<file path="src/rtl/common_pkg.sv">
// Shared decode types: ALU operations, fetch/decode/execute payloads and
// the opcode/funct decode helper used by decode_stage.
package common;

    typedef enum logic [1:0] {
        ALU_ADD = 2'd0,
        ALU_SUB = 2'd1,
        ALU_AND = 2'd2,
        ALU_OR  = 2'd3
    } alu_op_type;

    localparam logic [6:0] OPCODE_OP     = 7'b0110011;
    localparam logic [6:0] OPCODE_OP_IMM = 7'b0010011;

    localparam logic [2:0] FUNCT3_ADD_SUB = 3'b000;
    localparam logic [2:0] FUNCT3_OR      = 3'b110;
    localparam logic [2:0] FUNCT3_AND     = 3'b111;

    localparam logic [6:0] FUNCT7_BASE = 7'b0000000;
    localparam logic [6:0] FUNCT7_ALT  = 7'b0100000;

    typedef struct packed {
        logic [6:0] funct7;
        logic [4:0] rs2;
        logic [4:0] rs1;
        logic [2:0] funct3;
        logic [4:0] rd;
        logic [6:0] opcode;
    } instruction_type;

    typedef struct packed {
        logic [4:0]      pc;
        instruction_type instruction;
    } if_id_type;

    typedef struct packed {
        logic [31:0] data1;
        logic [31:0] data2;
        alu_op_type  alu_op;
        logic [4:0]  rd;
        logic [4:0]  pc;
        logic        illegal;
    } id_ex_type;

    typedef struct packed {
        logic       legal;
        logic       use_rs2;
        alu_op_type alu_op;
    } decode_ctrl_type;

    // Classify an instruction: legal or not, register or immediate
    // second operand, and which ALU operation it requests.
    function automatic decode_ctrl_type decode_ctrl(input instruction_type insn);
        decode_ctrl_type ctrl;
        ctrl = '{legal: 1'b0, use_rs2: 1'b0, alu_op: ALU_ADD};
        if (insn.opcode == OPCODE_OP) begin
            ctrl.use_rs2 = 1'b1;
            if (insn.funct3 == FUNCT3_ADD_SUB && insn.funct7 == FUNCT7_BASE) begin
                ctrl.legal  = 1'b1;
                ctrl.alu_op = ALU_ADD;
            end else if (insn.funct3 == FUNCT3_ADD_SUB && insn.funct7 == FUNCT7_ALT) begin
                ctrl.legal  = 1'b1;
                ctrl.alu_op = ALU_SUB;
            end else if (insn.funct3 == FUNCT3_AND && insn.funct7 == FUNCT7_BASE) begin
                ctrl.legal  = 1'b1;
                ctrl.alu_op = ALU_AND;
            end else if (insn.funct3 == FUNCT3_OR && insn.funct7 == FUNCT7_BASE) begin
                ctrl.legal  = 1'b1;
                ctrl.alu_op = ALU_OR;
            end
        end else if (insn.opcode == OPCODE_OP_IMM) begin
            case (insn.funct3)
                FUNCT3_ADD_SUB: begin ctrl.legal = 1'b1; ctrl.alu_op = ALU_ADD; end
                FUNCT3_AND:     begin ctrl.legal = 1'b1; ctrl.alu_op = ALU_AND; end
                FUNCT3_OR:      begin ctrl.legal = 1'b1; ctrl.alu_op = ALU_OR;  end
                default:        ctrl.legal = 1'b0;
            endcase
        end
        return ctrl;
    endfunction

endpackage

</file>
<file path="src/rtl/register_file.sv">
// 32 x 32-bit register file, two combinational read ports, one write port.
// x0 always reads 0 and ignores writes.
// Build option DECODE_WB_BYPASS_EN: a read of the register being written in
// the same cycle returns the write data instead of the stored value.
module register_file (
    input  logic        clk,
    input  logic        reset_n,
    input  logic [4:0]  rd_addr1,
    input  logic [4:0]  rd_addr2,
    output logic [31:0] rd_data1,
    output logic [31:0] rd_data2,
    input  logic        wr_en,
    input  logic [4:0]  wr_addr,
    input  logic [31:0] wr_data
);

    logic [31:0] regs [32];
    logic        wr_hit;

    assign wr_hit = wr_en && (wr_addr != 5'd0);

    // Storage update: clear on reset, otherwise write the addressed entry.
    // NOTE: the array has a reset because every entry must read 0 after reset;
    // that rules out mapping it onto a reset-less RAM macro.
    always_ff @(posedge clk or negedge reset_n) begin
        if (!reset_n) begin
            for (int i = 0; i < 32; i++) begin
                // NOTE: non-blocking assignment for all sequential state.
                regs[i] <= '0;
            end
        end else if (wr_hit) begin
            regs[wr_addr] <= wr_data;
        end
    end

    // Read ports with x0 forced to zero and optional write-through.
    always_comb begin
        // NOTE: defaults first so no path leaves an output unassigned (no latch).
        rd_data1 = (rd_addr1 == 5'd0) ? 32'd0 : regs[rd_addr1];
        rd_data2 = (rd_addr2 == 5'd0) ? 32'd0 : regs[rd_addr2];
`ifdef DECODE_WB_BYPASS_EN
        if (wr_hit && (wr_addr == rd_addr1)) rd_data1 = wr_data;
        if (wr_hit && (wr_addr == rd_addr2)) rd_data2 = wr_data;
`endif
    end

endmodule

</file>
<file path="src/rtl/decode_stage.sv">
// Decode stage: slices the fetched instruction, reads operands from the
// register file and presents a one-cycle-latency valid/ready payload to
// execute. Illegal encodings pass through as marked bubbles.
// Build option DECODE_WB_BYPASS_EN: same-cycle writeback forwarding in the
// register file.
module decode_stage
    import common::*;
(
    input  logic        clk,
    input  logic        reset_n,
    input  logic        if_id_valid,
    input  if_id_type   if_id,
    output logic        if_id_ready,
    output logic        id_ex_valid,
    output id_ex_type   id_ex,
    input  logic        id_ex_ready,
    input  logic        flush,
    input  logic        wb_en,
    input  logic [4:0]  wb_rd,
    input  logic [31:0] wb_data
);

    instruction_type insn;
    decode_ctrl_type ctrl;
    logic [31:0]     rs1_data;
    logic [31:0]     rs2_data;
    logic [31:0]     imm_sext;
    id_ex_type       next_payload;
    logic            accept;

    assign insn     = if_id.instruction;
    assign ctrl     = decode_ctrl(insn);
    assign imm_sext = {{20{insn.funct7[6]}}, insn.funct7, insn.rs2};

    register_file u_register_file (
        .clk      (clk),
        .reset_n  (reset_n),
        .rd_addr1 (insn.rs1),
        .rd_addr2 (insn.rs2),
        .rd_data1 (rs1_data),
        .rd_data2 (rs2_data),
        .wr_en    (wb_en),
        .wr_addr  (wb_rd),
        .wr_data  (wb_data)
    );

    // The output register can take a new payload when empty or being drained.
    assign if_id_ready = !id_ex_valid || id_ex_ready;
    assign accept      = if_id_valid && if_id_ready;

    // Build the execute payload; illegal encodings become zeroed bubbles.
    always_comb begin
        next_payload    = '0;
        next_payload.pc = if_id.pc;
        if (ctrl.legal) begin
            next_payload.data1  = rs1_data;
            next_payload.data2  = ctrl.use_rs2 ? rs2_data : imm_sext;
            next_payload.alu_op = ctrl.alu_op;
            next_payload.rd     = insn.rd;
        end else begin
            next_payload.illegal = 1'b1;
        end
    end

    // Output register: flush empties it, accept loads it, consume drains it.
    always_ff @(posedge clk or negedge reset_n) begin
        if (!reset_n) begin
            id_ex_valid <= 1'b0;
            id_ex       <= '0;
        end else if (flush) begin
            id_ex_valid <= 1'b0;
        end else if (accept) begin
            id_ex_valid <= 1'b1;
            id_ex       <= next_payload;
        end else if (id_ex_ready) begin
            id_ex_valid <= 1'b0;
        end
    end

endmodule

</file>
<file path="config.mk">
export PLATFORM = sky130hd
export DESIGN_NAME = decode_stage
export DESIGN_NICKNAME = d
export VERILOG_FILES = /design/src/rtl/common_pkg.sv /design/src/rtl/register_file.sv /design/src/rtl/decode_stage.sv
export SDC_FILE = /design/constraint.sdc
export NUM_CORES = 2
export LEC_CHECK = 0
export CAP_MARGIN = 20
export CELL_PAD_IN_SITES_DETAIL_PLACEMENT = 2
export CELL_PAD_IN_SITES_GLOBAL_PLACEMENT = 2
export CORE_ASPECT_RATIO = 0.6
export CORE_MARGIN = 1.5
export CORE_UTILIZATION = 35
export DETAILED_ROUTE_END_ITERATION = 12
export PLACE_DENSITY = 0.64
export SKIP_LAST_GASP = 1
export SYNTH_ARGS = -nofsm -noshare
export SYNTH_HDL_FRONTEND = slang
export SYNTH_SLANG_ARGS = --single-unit
</file>
<file path="constraint.sdc">
create_clock -name clk -period 3.7 [get_ports clk]
set_clock_uncertainty 0.1 [all_clocks]
set_input_delay 0.555 -clock clk [delete_from_list [all_inputs] [get_ports clk]]
set_output_delay 0.555 -clock clk [all_outputs]
set_load 0.05 [all_outputs]
</file>
==> results.txt <==
- Setup repair after global routing missed its margin: false
- Cell with the most instances after synthesis: sky130_fd_sc_hd__dfrtp_1
- Pin count of the biggest net entering global routing: 71
- Fraction of final layout cells with drive strength greater than 1: 54.2%
* Power density normalized to cell area: 527 nW/um^2
* Largest stage delay on the critical path: 0.86 ns
- Post-route DRC violation count: 0
* Maxcap violations: 0
- Net switching is 27.4% of the power.
- Among all stages on the critical path, the largest delay is contributed by sky130_fd_sc_hd__clkdlybuf4s50_1.
* I/O Pins: 159
* Clock-pin slew on the worst setup and hold paths: 0.07 ns
* Critical Path, Cell by Cell: nand2b_1 > clkdlybuf4s50_1
- First-pass GRT wire length: 296 mm
- Synth Instances: 3624
- For this block, the via count after detailed routing is 35800.
- The die covers 166000 um^2.
* Startpoint types: flop
- Detailed router's first-iteration violation count: 2736
- Combinational Power Share: 19.6%
- Final Hold Violating Endpoints: 0
- Kind of path behind the tightest hold check: input port to flop
- Of all cell types, the one taking the most synthesized area is sky130_fd_sc_hd__dfrtp_1.
- Setup Fix Bufs, Post-CTS: 0
- Antenna violations before repair: 9
- Pins Over Slew Limit: 0
* Internal portion of total power: 25.7 mW
- A synthesized cell averages 15.8 um^2.
* Mean number of vias per cell: 6.01
- Count of input and output buffers: 158
- Summing every instance area after synthesis gives 57100 um^2.
* Num Clock Sinks: 1102
* Area growth syn-to-layout: 17.3%
- Routed len/inst: 33.8 um
- The number of different library cells used by synthesis comes to 50.
- Measured on the finished design, the core utilization comes to 41.5%.
- Number of flip-flops and latches in the synthesized netlist: 1102
* Number of cell rows: 114
- Counting both buffers and inverters, the worst setup path holds a total of 1.
- Clock share of power: 35.3%
- Leakage power figure: 28.6 nW
* Outcome: completed
- The synthesized design devotes to its leading area cell type 48.3% of total area.
* Cell types with the highest counts after synthesis: sky130_fd_sc_hd__dfrtp_1, sky130_fd_sc_hd__mux2_2, sky130_fd_sc_hd__mux4_2
- Overflow left after global routing: 0
* Area of the placeable core: 162000 um^2
- In this design, the largest share of critical-path delay is due to buffers and inverters.
- At the pin with the least slew margin, the transition time is 1.12 ns.
- Worst endpoint required time: 3.04 ns
* Total wirelength of the detailed-routed design: 201 mm
- In the synthesized netlist the async set-or-reset flop fraction comes to 100%.
- Highest ir drop seen on vdd: 0.401 mV
* Total clock buffers created by CTS: 112
- Post-DP HPWL: 125 mm
- The floorplan step set the die height to 316 um.
* Final period utilization: 77.3%
- Global routing used 24.5% of the available tracks across all layers.
* Worst-skew pair later-pin latency: 0.74 ns
- The pre-antenna-repair detailed-routing pass consisted of 5 iterations.
- Setup TNS after final layout: 0 ns
- Synth warn: 0
- In this run the power spent charging and discharging nets is 9.70 mW.
- The detail route stage leaves a number of antenna-violating nets equal to 0.
- Clock period minus worst slack: 2.86 ns
- Sequential elements use 48.3% of the synthesized area.
- CP Max Fanout: 5
- Headroom to the max-slew limit came out at 24.8%.
- Data arrival time of the critical path: 2.21 ns
- Net Count, Synth: 3704
* Crit Path Class: flop to output pin
- Die W: 525 um
* Via count of the first global-routing pass: 39200
* Number of H-tree levels: 3
- The clock passes through at most 3 buffers.
- Routability-driven placement finished with a final weighted congestion of 0.760.
* Cell types occupying the most area after synthesis: sky130_fd_sc_hd__dfrtp_1, sky130_fd_sc_hd__mux4_2, sky130_fd_sc_hd__mux2_2, sky130_fd_sc_hd__mux2i_1, sky130_fd_sc_hd__clkbuf_1
- Most instantiated flip-flop cell in the synthesis netlist: sky130_fd_sc_hd__dfrtp_1
- Initial Util: 35.4%
- Nets: 3788
- In this run, synthesis inferred 0 flip-flops with an integrated enable.
* CTS Root Buffer Type: sky130_fd_sc_hd__clkbuf_16
- Sequential cells burn 45.1% of the power.
- TritonCTS built the clock tree.
* Fmax achieved: 350 MHz
- Power comes to 35.4 mW.
- Element type at the critical path end: output pin
- Number of setup violations in the final report: 0
==> metal layers <==
metal  share of wire, %  track usage (%)  wire length [um]
met1                 48             37.1             96600
met2                 45             37.2             90500
met3                4.5             3.18              9080
met4                2.4             6.27              4750
met5             0.0065                0                13
==> final timing paths <==
path                                             end  cells past startpoint                      start  slack, ns
max                                      if_id_ready                      2                id_ex_valid       0.84
min                                      id_ex_valid                      3                if_id_valid       0.28
max reg2reg                                id_ex[72]                      6                id_ex_valid       1.36
min reg2reg                u_register_file.regs[996]                      0  u_register_file.regs[996]       0.29
max in group asynchronous  u_register_file.regs[766]                      4                    reset_n       2.13
min in group asynchronous                   id_ex[6]                      2                    reset_n       0.30
==> power groups by stage <==
stage	combinational, mW	sequential, mW	clock, mW
2_1_floorplan	5.06	15.4	0
3_3_place_gp	6.63	15.9	0
3_5_place_dp	6.87	16.1	0
4_1_cts	6.93	15.9	12.8
5_1_grt	7.41	16.2	13.2
6_report	6.91	15.9	12.5
==> cells by family (layout without fill, tap and decap cells) <==
family	after synthesis	count (layout)	synth area share, %
mux	1701	1701	44.5
flops	1102	1102	48.3
buf+inv	418	598	3.12
simple gates	210	210	1.67
compound gates	193	193	2.47
other cells	0	4	0
==> cell usage in the layout, fill, tap and decap left out, types with 8 or more instances in the layout <==
cell type / count
sky130_fd_sc_hd__nand2_4: 12
sky130_fd_sc_hd__bufinv_16: 13
sky130_fd_sc_hd__nor3_1: 15
sky130_fd_sc_hd__a211oi_1: 12
sky130_fd_sc_hd__nor2_1: 12
sky130_fd_sc_hd__a22oi_1: 33
sky130_fd_sc_hd__clkbuf_16: 121
sky130_fd_sc_hd__clkinv_2: 23
sky130_fd_sc_hd__a2111oi_0: 8
sky130_fd_sc_hd__clkbuf_8: 29
sky130_fd_sc_hd__a211oi_2: 10
sky130_fd_sc_hd__buf_12: 78
sky130_fd_sc_hd__o211ai_1: 32
sky130_fd_sc_hd__buf_16: 16
sky130_fd_sc_hd__dfrtp_1: 1102
sky130_fd_sc_hd__buf_8: 10
sky130_fd_sc_hd__and3_1: 8
sky130_fd_sc_hd__o21ai_1: 15
sky130_fd_sc_hd__a21oi_1: 9
sky130_fd_sc_hd__mux2_2: 1019
sky130_fd_sc_hd__nor2_4: 12
sky130_fd_sc_hd__buf_4: 122
sky130_fd_sc_hd__clkinvlp_4: 8
sky130_fd_sc_hd__clkdlybuf4s50_1: 148
sky130_fd_sc_hd__mux2i_1: 98
sky130_fd_sc_hd__mux2_1: 18
sky130_fd_sc_hd__o22ai_1: 23
sky130_fd_sc_hd__clkbuf_1: 21
sky130_fd_sc_hd__nand2_1: 103
sky130_fd_sc_hd__mux4_2: 566
sky130_fd_sc_hd__o21ai_0: 18
==> per-stage QoR <==
step / hold slack [ns] / std cells / worst slack [ns] / instance area [um^2]
2_1_floorplan: 0.159 / 3624 / 1.04 / 57100
3_3_place_gp: 0.266 / 5713 / 0.572 / 62400
3_5_place_dp: 0.275 / 5724 / 0.500 / 62700
4_1_cts: 0.241 / 5935 / 0.782 / 66600
5_1_grt: 0.291 / 5951 / 0.750 / 67000
6_report: 0.282 / 5954 / 0.839 / 67000
==> state kept, by name, summed over array words and instances, names as in the netlist <==
name                  count
id_ex                    77
id_ex_valid               1
u_register_file.regs   1024
==> layout make-up <==
| type | count | area (um^2) |
|---|---|---|
| flip-flops and latches | 1102 | 27600 |
| well taps | 2146 | 2690 |
| diodes | 4 | 10.0 |
| clock inverters | 45 | 586 |
| multi-input cells | 2104 | 28100 |
| fillers | 15300 | 94600 |
| inverters | 4 | 15.0 |
| repair buffers | 384 | 4710 |
| clock buffers | 165 | 3380 |
==> tightest hold or removal path: cells and delay by family <==
| kind | cells | cell delay (ns) |
|---|---|---|
| buffers and inverters | 2 | 0.47 |
| AO/OA/AOI/OAI | 1 | 0.05 |
==> timing repair <==
| item | 4_1_cts | 5_1_grt |
|---|---|---|
| gates resized for setup | 0 | 0 |
| hold endpoints to repair | 48 | 0 |
| hold buffers | 1 | 0 |
Note: power is estimated with default switching activity, not from simulation.
